File: config.mk
export PLATFORM = sky130hd
export DESIGN_NAME = key_event_decoder
export DESIGN_NICKNAME = d
export VERILOG_FILES = /design/src/rtl/key_event_decoder.sv
export SDC_FILE = /design/constraint.sdc
export NUM_CORES = 1
export LEC_CHECK = 0
export ABC_AREA = 1
export BUFFER_PORTS_ARGS = -buffer_cell sky130_fd_sc_hd__buf_2
export CAP_MARGIN = 20
export CELL_PAD_IN_SITES_DETAIL_PLACEMENT = 1
export CELL_PAD_IN_SITES_GLOBAL_PLACEMENT = 1
export CORE_ASPECT_RATIO = 0.9
export CORE_UTILIZATION = 40
export CTS_CLUSTER_DIAMETER = 30
export CTS_CLUSTER_SIZE = 16
export DETAILED_ROUTE_END_ITERATION = 16
export GPL_TIMING_DRIVEN = 0
export HOLD_SLACK_MARGIN = 0.03
export PLACE_DENSITY_LB_ADDON = 0.1
export SYNTH_ARGS = -nofsm -noshare
export SYNTH_HDL_FRONTEND = slang
export SYNTH_SLANG_ARGS = --single-unit
File: constraint.sdc
create_clock -name clk -period 2.1 [get_ports clk]
set_input_delay 0.42 -clock clk [delete_from_list [all_inputs] [get_ports clk]]
set_output_delay 0.42 -clock clk [all_outputs]
set_load 0.01 [all_outputs]
File: src/rtl/key_event_decoder.sv
// -----------------------------------------------------------------------------
// key_event_decoder
//
// Turns the debounced level of one push-button into single-cycle key events:
// press, release, single click, double click, long press and auto-repeat.
//
// Ports:
//   clk         in   system clock, single domain
//   rst_n       in   asynchronous active-low reset
//   in          in   debounced key level, synchronous to clk
//   press       out  one-cycle pulse on every press edge
//   release_ev  out  one-cycle pulse on every release edge
//   click       out  one-cycle pulse: short single press, confirmed after gap
//   dbl_click   out  one-cycle pulse on release of a short second press
//   long_press  out  one-cycle pulse when a hold reaches LONG_CYCLES
//   repeat_ev   out  one-cycle pulse every REPEAT_CYCLES after long_press
//   held        out  level: key currently pressed as seen by the FSM
// -----------------------------------------------------------------------------
module key_event_decoder #(
    parameter logic PRESS_LEVEL   = 1'b0,
    parameter int   CNT_BITS      = 25,
    parameter int   LONG_CYCLES   = 25_000_000,
    parameter int   REPEAT_CYCLES = 5_000_000,
    parameter int   GAP_CYCLES    = 12_500_000
) (
    input  logic clk,
    input  logic rst_n,
    input  logic in,
    output logic press,
    output logic release_ev,
    output logic click,
    output logic dbl_click,
    output logic long_press,
    output logic repeat_ev,
    output logic held
);

    localparam logic [CNT_BITS-1:0] LONG_LAST   = CNT_BITS'(LONG_CYCLES - 1);
    localparam logic [CNT_BITS-1:0] REPEAT_LAST = CNT_BITS'(REPEAT_CYCLES - 1);
    localparam logic [CNT_BITS-1:0] GAP_LAST    = CNT_BITS'(GAP_CYCLES - 1);

    typedef enum logic [2:0] {
        S_IDLE   = 3'd0,
        S_PRESS1 = 3'd1,
        S_LONG   = 3'd2,
        S_GAP    = 3'd3,
        S_PRESS2 = 3'd4
    } state_t;

    state_t              state;
    state_t              state_nxt;
    logic [CNT_BITS-1:0] cnt;
    logic                smp_p0;
    logic                lvl;
    logic                rise;
    logic                fall;
    logic                press_nxt;
    logic                release_nxt;
    logic                click_nxt;
    logic                dbl_nxt;
    logic                long_nxt;
    logic                repeat_nxt;

    // ---- stage 0: sample the key, then keep the previous sample in lvl ----
    always_ff @(posedge clk or negedge rst_n) begin
        if (!rst_n) begin
            smp_p0 <= 1'b0;
            lvl    <= 1'b0;
        end else begin
            smp_p0 <= (in == PRESS_LEVEL);
            lvl    <= smp_p0;
        end
    end

    assign rise = smp_p0 & ~lvl;
    assign fall = ~smp_p0 & lvl;

    // ---- stage 1: FSM state register and shared cycle counter ----
    always_ff @(posedge clk or negedge rst_n) begin
        if (!rst_n) begin
            state <= S_IDLE;
        end else begin
            state <= state_nxt;
        end
    end

    // Counter restarts on every state change and on each repeat reload; it is
    // parked at zero in IDLE so it can never run up to its maximum there.
    always_ff @(posedge clk or negedge rst_n) begin
        if (!rst_n) begin
            cnt <= '0;
        end else if ((state_nxt != state) || repeat_nxt || (state_nxt == S_IDLE)) begin
            cnt <= '0;
        end else begin
            cnt <= cnt + 1'b1;
        end
    end

    // Edges are tested before counter expiries so an edge always wins a tie.
    always_comb begin
        state_nxt = state;
        case (state)
            S_IDLE:   if (rise) state_nxt = S_PRESS1;
            S_PRESS1: if (fall) state_nxt = S_GAP;
                      else if (cnt == LONG_LAST) state_nxt = S_LONG;
            S_LONG:   if (fall) state_nxt = S_IDLE;
            S_GAP:    if (rise) state_nxt = S_PRESS2;
                      else if (cnt == GAP_LAST) state_nxt = S_IDLE;
            S_PRESS2: if (fall) state_nxt = S_IDLE;
                      else if (cnt == LONG_LAST) state_nxt = S_LONG;
            default:  state_nxt = S_IDLE;
        endcase
    end

    always_comb begin
        press_nxt   = 1'b0;
        release_nxt = 1'b0;
        click_nxt   = 1'b0;
        dbl_nxt     = 1'b0;
        long_nxt    = 1'b0;
        repeat_nxt  = 1'b0;
        case (state)
            S_IDLE:   press_nxt = rise;
            S_PRESS1: begin
                release_nxt = fall;
                long_nxt    = ~fall && (cnt == LONG_LAST);
            end
            S_LONG:   begin
                release_nxt = fall;
                repeat_nxt  = ~fall && (cnt == REPEAT_LAST);
            end
            S_GAP:    begin
                press_nxt = rise;
                click_nxt = ~rise && (cnt == GAP_LAST);
            end
            S_PRESS2: begin
                release_nxt = fall;
                dbl_nxt     = fall;
                long_nxt    = ~fall && (cnt == LONG_LAST);
            end
            default:  ;
        endcase
    end

    // ---- stage 2: registered event pulses ----
    always_ff @(posedge clk or negedge rst_n) begin
        if (!rst_n) begin
            press      <= 1'b0;
            release_ev <= 1'b0;
            click      <= 1'b0;
            dbl_click  <= 1'b0;
            long_press <= 1'b0;
            repeat_ev  <= 1'b0;
        end else begin
            press      <= press_nxt;
            release_ev <= release_nxt;
            click      <= click_nxt;
            dbl_click  <= dbl_nxt;
            long_press <= long_nxt;
            repeat_ev  <= repeat_nxt;
        end
    end

    assign held = (state == S_PRESS1) || (state == S_LONG) || (state == S_PRESS2);

endmodule

Word-level counts from Yosys, hierarchy flattened
Cells that the tools add are included.

storage, ports and cells
  output and inout port bits = 7
  logic and storage cells = 53
  register bits = 36

operators by class
  reductions and logical operators = 12
  bitwise logic cells = 7
  equal/unequal tests = 8
  muxes and demuxes = 15
  add/subtract/negate cells = 1

operators by type and width
  kind                                                    count
  adder 25 x 1 -> 25 bit (second input constant)          1
  equality test 25 x 23 -> 1 bit (second input constant)  1
  equality test 25 x 24 -> 1 bit (second input constant)  1
  equality test 25 bit (second input constant)            1
  2-to-1 mux 25 bit                                       1
  2-to-1 mux 3 bit                                        7
  case mux 3 bit (5 select lines)                         1
  equality test 3 x 2 -> 1 bit (second input constant)    2
  logical NOT 3 bit                                       2
  2-to-1 mux 1 bit                                        6
  NOT 1 bit                                               5
  logical OR 1 bit                                        4
  OR reduction 2 bit                                      2
  equality test 3 x 1 -> 1 bit (second input constant)    1
  equality test 3 bit (second input constant)             1
  logical AND 1 bit                                       3
  != test 3 bit                                           1
  OR reduction 3 bit                                      1
  AND 1 bit                                               2

Depth between registers and ports, before layout
  depth after elaboration = 8
  gate-level depth with buffers = 15

Least setup slack after synthesis
OpenSTA, ideal clock, no wires.

  path type = reg-to-reg
  start = register cnt[0]
  end = register cnt[17]
  buffers on the path = 1
  path slack = 0.363 ns
  clock period less this slack = 1.737 ns
  data required time = 1.972 ns
  arrival = 1.610 ns
  cell stages (with the launch flop) = 14
  library setup time = 0.128 ns
  cell sequence = dfrtp_1 -> ha_1 -> nand2_1 -> nor2_2 -> nand3_1 -> nor2_1 -> nand2_1 -> nor2_2 -> nand2_1 -> a21oi_1 -> nor2_1 -> nand2_4 -> buf_12 -> nor2_4

on the way
  longest elaborated chain between the ends = 8
  elaborated cells between the ends (all ways) = 17
  those cells by class = 1 x add/sub; 4 x eq/ne; 8 x mux; 4 x reduce/logical

ends and longest elaborated chain
  item                                                                    RTL line       source
  start: declaration                                                      52             logic [CNT_BITS-1:0] cnt;
  start signal: assignment                                                95             cnt <= cnt + 1'b1;
  equality test 25 bit or equality test 25 x 24 -> 1 bit (tied branches)  105, 110, 108
  2-to-1 mux 3 bit, on equally long branches                              105, 110, 108
  2-to-1 mux 3 bit, on equally long branches                              109, 104, 107
  case mux 3 bit (5 select lines)                                         102            case (state)
  != test 3 bit                                                           92             end else if ((state_nxt != state) || repeat_nxt || (state_nxt == S_IDLE)) begin
  logical OR 1 bit (2 in series)                                          92
  2-to-1 mux 25 bit (*)                                                   92

Mark *: on every way between the ends. The rest lies on a longest branch, timed or not.

Final worst setup path
  start = register cnt[0]
  end = register cnt[23]

on the way
  longest elaborated chain between the ends = 8
  elaborated cells between the ends (all ways) = 17
  those cells by class = 1 x add/sub; 4 x eq/ne; 8 x mux; 4 x reduce/logical

ends and longest elaborated chain
  item                                                                    RTL line       source
  equality test 25 bit or equality test 25 x 24 -> 1 bit (tied branches)  105, 110, 108
  2-to-1 mux 3 bit, on equally long branches                              105, 110, 108
  2-to-1 mux 3 bit, on equally long branches                              109, 104, 107
  case mux 3 bit (5 select lines) (*)                                     102
  via state_nxt[1]                                                        51             state_t state_nxt;
  != test 3 bit                                                           92
  logical OR 1 bit                                                        92
  logical OR 1 bit (*)                                                    92
  2-to-1 mux 25 bit (*)                                                   92

Mark *: on every way through the listed nets, which the timed path passes. The rest lies on a longest branch.

==> results.sh <==
export IMPL_grt_pass1_wl_mm=8.590
export IMPL_grt_use_total=0.1989
export IMPL_rr_worst_depth=15
export IMPL_utilization=0.4781
export IMPL_synthesis_area_per_instance_um2=8.264
export IMPL_timing_critical_path_cells="ha_4, nand2_1, nor2_2, nand2_1, nor2_1, nand2_1, nand2_2, nand2_4, nand2_2, nand2_2, nand2_2, nand2_2, nand2_4, bufbuf_16, nor2_4"
export IMPL_post_synth_top_area_cell="sky130_fd_sc_hd__dfrtp_1"
export IMPL_boundaryPins=10
export IMPL_setup_worst_path_start="cnt[0]"
export IMPL_async_flop_share=1.000
export IMPL_postSynthCellCount=263
export IMPL_sw_frac_of_total=0.3611
export IMPL_critPathMaxFanout=5
export IMPL_final_antenna_net_count=0
export IMPL_post_synth_instance_area_um2=2173
export IMPL_power_report_internal_total_uw=1308
export IMPL_clock_sinks=36
export IMPL_globalRoute_totalOverflow=0
export IMPL_sequentialPowerShare=0.373
export IMPL_areaGrowthSynthToFinish_pct=15.60
export IMPL_rsz0062_at_grt="yes"
export IMPL_ctsRootBufferMaster="sky130_fd_sc_hd__clkbuf_8"
export IMPL_finalWorstPathRequiredPeriod_ps=1955
export IMPL_detailroute_via_count=1710
export IMPL_grt_start_max_net_pins=37
export IMPL_min_period_over_period=0.9309
export IMPL_totalPowerFinal_uw=2048
export IMPL_netlist_area_leader_share=0.4145
export IMPL_cp_slowest_stage_delay_ps=400
export IMPL_nets=288
export IMPL_die_outline_width_um=79.70
export IMPL_io_buffers=9
export IMPL_slew_headroom=0.4513
export IMPL_timing_max_cap_violations=0
export IMPL_rr_startpoint="cnt[0]"
export IMPL_path_class="reg2reg"
export IMPL_setup_tns_ps=0
export IMPL_highest_achievable_clock_rate_mhz=511.5
export IMPL_postRouteWirelength_mm=5.017
export IMPL_number_of_antenna_violations_at_the_first_check_in_global_routing=0
export IMPL_dominantRegCellSynth="sky130_fd_sc_hd__dfrtp_1"
export IMPL_leakage_uw=0.001085
export IMPL_cp_data_required_time_ps=2290
export IMPL_combinationalPowerShare=0.369
export IMPL_setup_viol_count_final=0
export IMPL_synth_common_cells="sky130_fd_sc_hd__nand2_1, sky130_fd_sc_hd__dfrtp_1, sky130_fd_sc_hd__inv_1"
export IMPL_cts_inserted_buffers=5
export IMPL_synth_distinct_cells=23
export IMPL_crit_path_end_kind="flip-flop"
export IMPL_clock_path_buffers=2
export IMPL_peakVddDrop_v=0.0006881
export IMPL_hold_viol=0
export IMPL_layout_drive_gt1_share=0.2947
export IMPL_critical_path_arrival_ps=2140
export IMPL_grt_pass1_vias=1775
export IMPL_post_dp_hpwl_mm=3.606
export IMPL_core_rowCount=25
export IMPL_ys_ff_latch=36
export IMPL_floorplan_initialDensity=0.4136
export IMPL_worstReg2RegEnd="cnt[23]"
export IMPL_clock_tree_from_tritoncts="built"
export IMPL_drt_first_pass_iters=4
export IMPL_synth_edff_count=0
export IMPL_max_slew_worst_pin_slew_ps=823.0
export IMPL_detail_route_drc_violations=0
export IMPL_synth_seq_area_share=0.4145
export IMPL_critical_path_startpoint_type="flip-flop"
export IMPL_type_of_the_most_critical_hold_path="in2async"
export IMPL_reg_clk_slew_reported_paths_ps=80
export IMPL_reg2reg_setup_slack_ps=150
export IMPL_die_area_um2=5733
export IMPL_clk_insertion_delay_late_ps=300
export IMPL_fin_worst_skew_ps=9.727
export IMPL_htreeDepth=2
export IMPL_mappedNetlistNets=267
export IMPL_die_height_um=71.93
export IMPL_net_switching_power_uw=739.5
export IMPL_run_status="completed"
export IMPL_path_common_cell="sky130_fd_sc_hd__nand2_2"
export IMPL_netlist_top_cells_area="sky130_fd_sc_hd__dfrtp_1, sky130_fd_sc_hd__nor2_4, sky130_fd_sc_hd__nand2_1"
export IMPL_crit_slowest_cell="sky130_fd_sc_hd__dfrtp_1"
export IMPL_iteration_0_drc_count_of_the_detailed_router=120
export IMPL_synth_most_common_cell="sky130_fd_sc_hd__nand2_1"
export IMPL_fp_coreArea_um2=5255
export IMPL_n_antenna_cell=0
export IMPL_wl_per_cell_um=14.25
export IMPL_power_share_clock=0.259
export IMPL_post_cts_hold_buffer_count=0
export IMPL_slew_violations=0
export IMPL_synthesis_yosys_warnings=0
export IMPL_vias_per_cell=4.858
export IMPL_final_fill_count=656
export IMPL_power_per_cell_area_nw_per_um2=815.1
export IMPL_place_gp_congestion=0.8120
area by class of cell:
type,count,area [um2],share of cell area
clock buffers,6,82.58,0.03287
well taps,67,83.83,0.03337
inverters,37,138.9,0.05528
plain buffers,2,40.04,0.01594
repair buffers,14,107.6,0.04283
multi-input cells,188,1147,0.4567
flip-flops and latches,36,902.1,0.3591
clock inverters,2,10.01,0.003984
power groups by stage:
stage,Clock [uW],Sequential (uW),Combinational (uW)
2_1_floorplan,0,769,466
3_3_place_gp,0,769,573
6_report,530,763,755
3_5_place_dp,0,771,587
4_1_cts,546,756,729
5_1_grt,581,770,828
worst max-delay path, delay by kind of cell, from the launching register on:
family | cells | cell delay, ps
adder cells (fa/ha/maj) | 1 | 160
buffers and inverters | 1 | 290
flip-flops | 1 | 400
AND/OR/NAND/NOR | 13 | 1000
what timing repair did:
item / 4_1_cts / 5_1_grt
endpoints found under the setup margin: 10 / 24
resized for setup: 3 / 12
setup buffers: 3 / 2
pin swaps: 1 / 2
gates cloned: 1 / 0
cell usage in the layout (no fill, tap or decap):
cell type / count
sky130_fd_sc_hd__xnor2_1: 3
sky130_fd_sc_hd__nor2_4: 23
sky130_fd_sc_hd__xor2_1: 12
sky130_fd_sc_hd__nor4_1: 4
sky130_fd_sc_hd__bufbuf_16: 1
sky130_fd_sc_hd__nor2_1: 26
sky130_fd_sc_hd__nand3_2: 3
sky130_fd_sc_hd__dfrtp_1: 35
sky130_fd_sc_hd__nand3_1: 13
sky130_fd_sc_hd__nand4_2: 1
sky130_fd_sc_hd__nand2_1: 52
sky130_fd_sc_hd__buf_2: 9
sky130_fd_sc_hd__inv_1: 32
sky130_fd_sc_hd__nor3_1: 8
sky130_fd_sc_hd__clkinv_2: 2
sky130_fd_sc_hd__nand3b_1: 1
sky130_fd_sc_hd__nand2_2: 11
sky130_fd_sc_hd__clkbuf_8: 6
sky130_fd_sc_hd__dfrtp_2: 1
sky130_fd_sc_hd__inv_2: 5
sky130_fd_sc_hd__buf_12: 2
sky130_fd_sc_hd__ha_4: 1
sky130_fd_sc_hd__o22ai_1: 1
sky130_fd_sc_hd__nand2_4: 2
sky130_fd_sc_hd__a21oi_2: 1
sky130_fd_sc_hd__nor2_2: 12
sky130_fd_sc_hd__buf_4: 4
sky130_fd_sc_hd__o21ai_0: 8
sky130_fd_sc_hd__nand4_1: 6
registers in the layout, summed over array words and instances, names as in the netlist:
name and count:
lvl 1, long_press 1, repeat_ev 1, dbl_click 1
press 1, cnt 25, state 3, click 1
smp_p0 1, release_ev 1
kinds of logic after synthesis:
family                   synth area share
AND/OR/NAND/NOR                    0.4134
buffers and inverters             0.08233
AO/OA/AOI/OAI                     0.02360
adder cells (fa/ha/maj)          0.005756
flip-flops                         0.4145
XOR/XNOR                          0.06045
worst max-delay path by stage:
stage                    to  cells past startpoint
detailed placement  cnt[20]                     13
global placement    cnt[15]                     13
global route        cnt[18]                     15
floorplan           cnt[17]                     13
finish              cnt[23]                     15
CTS                 cnt[18]                     13
routing by layer:
| metal | vias up | global-route usage | wire length (um) |
|---|---|---|---|
| li1 | 862 | - | - |
| met1 | 827 | 0.2886 | 2644 |
| met2 | 15 | 0.2991 | 2189 |
| met3 | 6 | 0.03774 | 116 |
| met4 | 0 | 0.06061 | 67 |
| met5 | - | 0 | 0 |
per-stage QoR:
step	hold WS [ps]	area, um2	cells	worst slack [ps]
2_1_floorplan	124.4	2173	263	362.6
3_3_place_gp	359.5	2302	339	54.88
3_5_place_dp	366.2	2302	339	32.69
4_1_cts	249.1	2460	351	25.41
5_1_grt	244.1	2512	352	-40.10
6_report	200.3	2512	352	145.1
(Power assumes the default switching activity.)
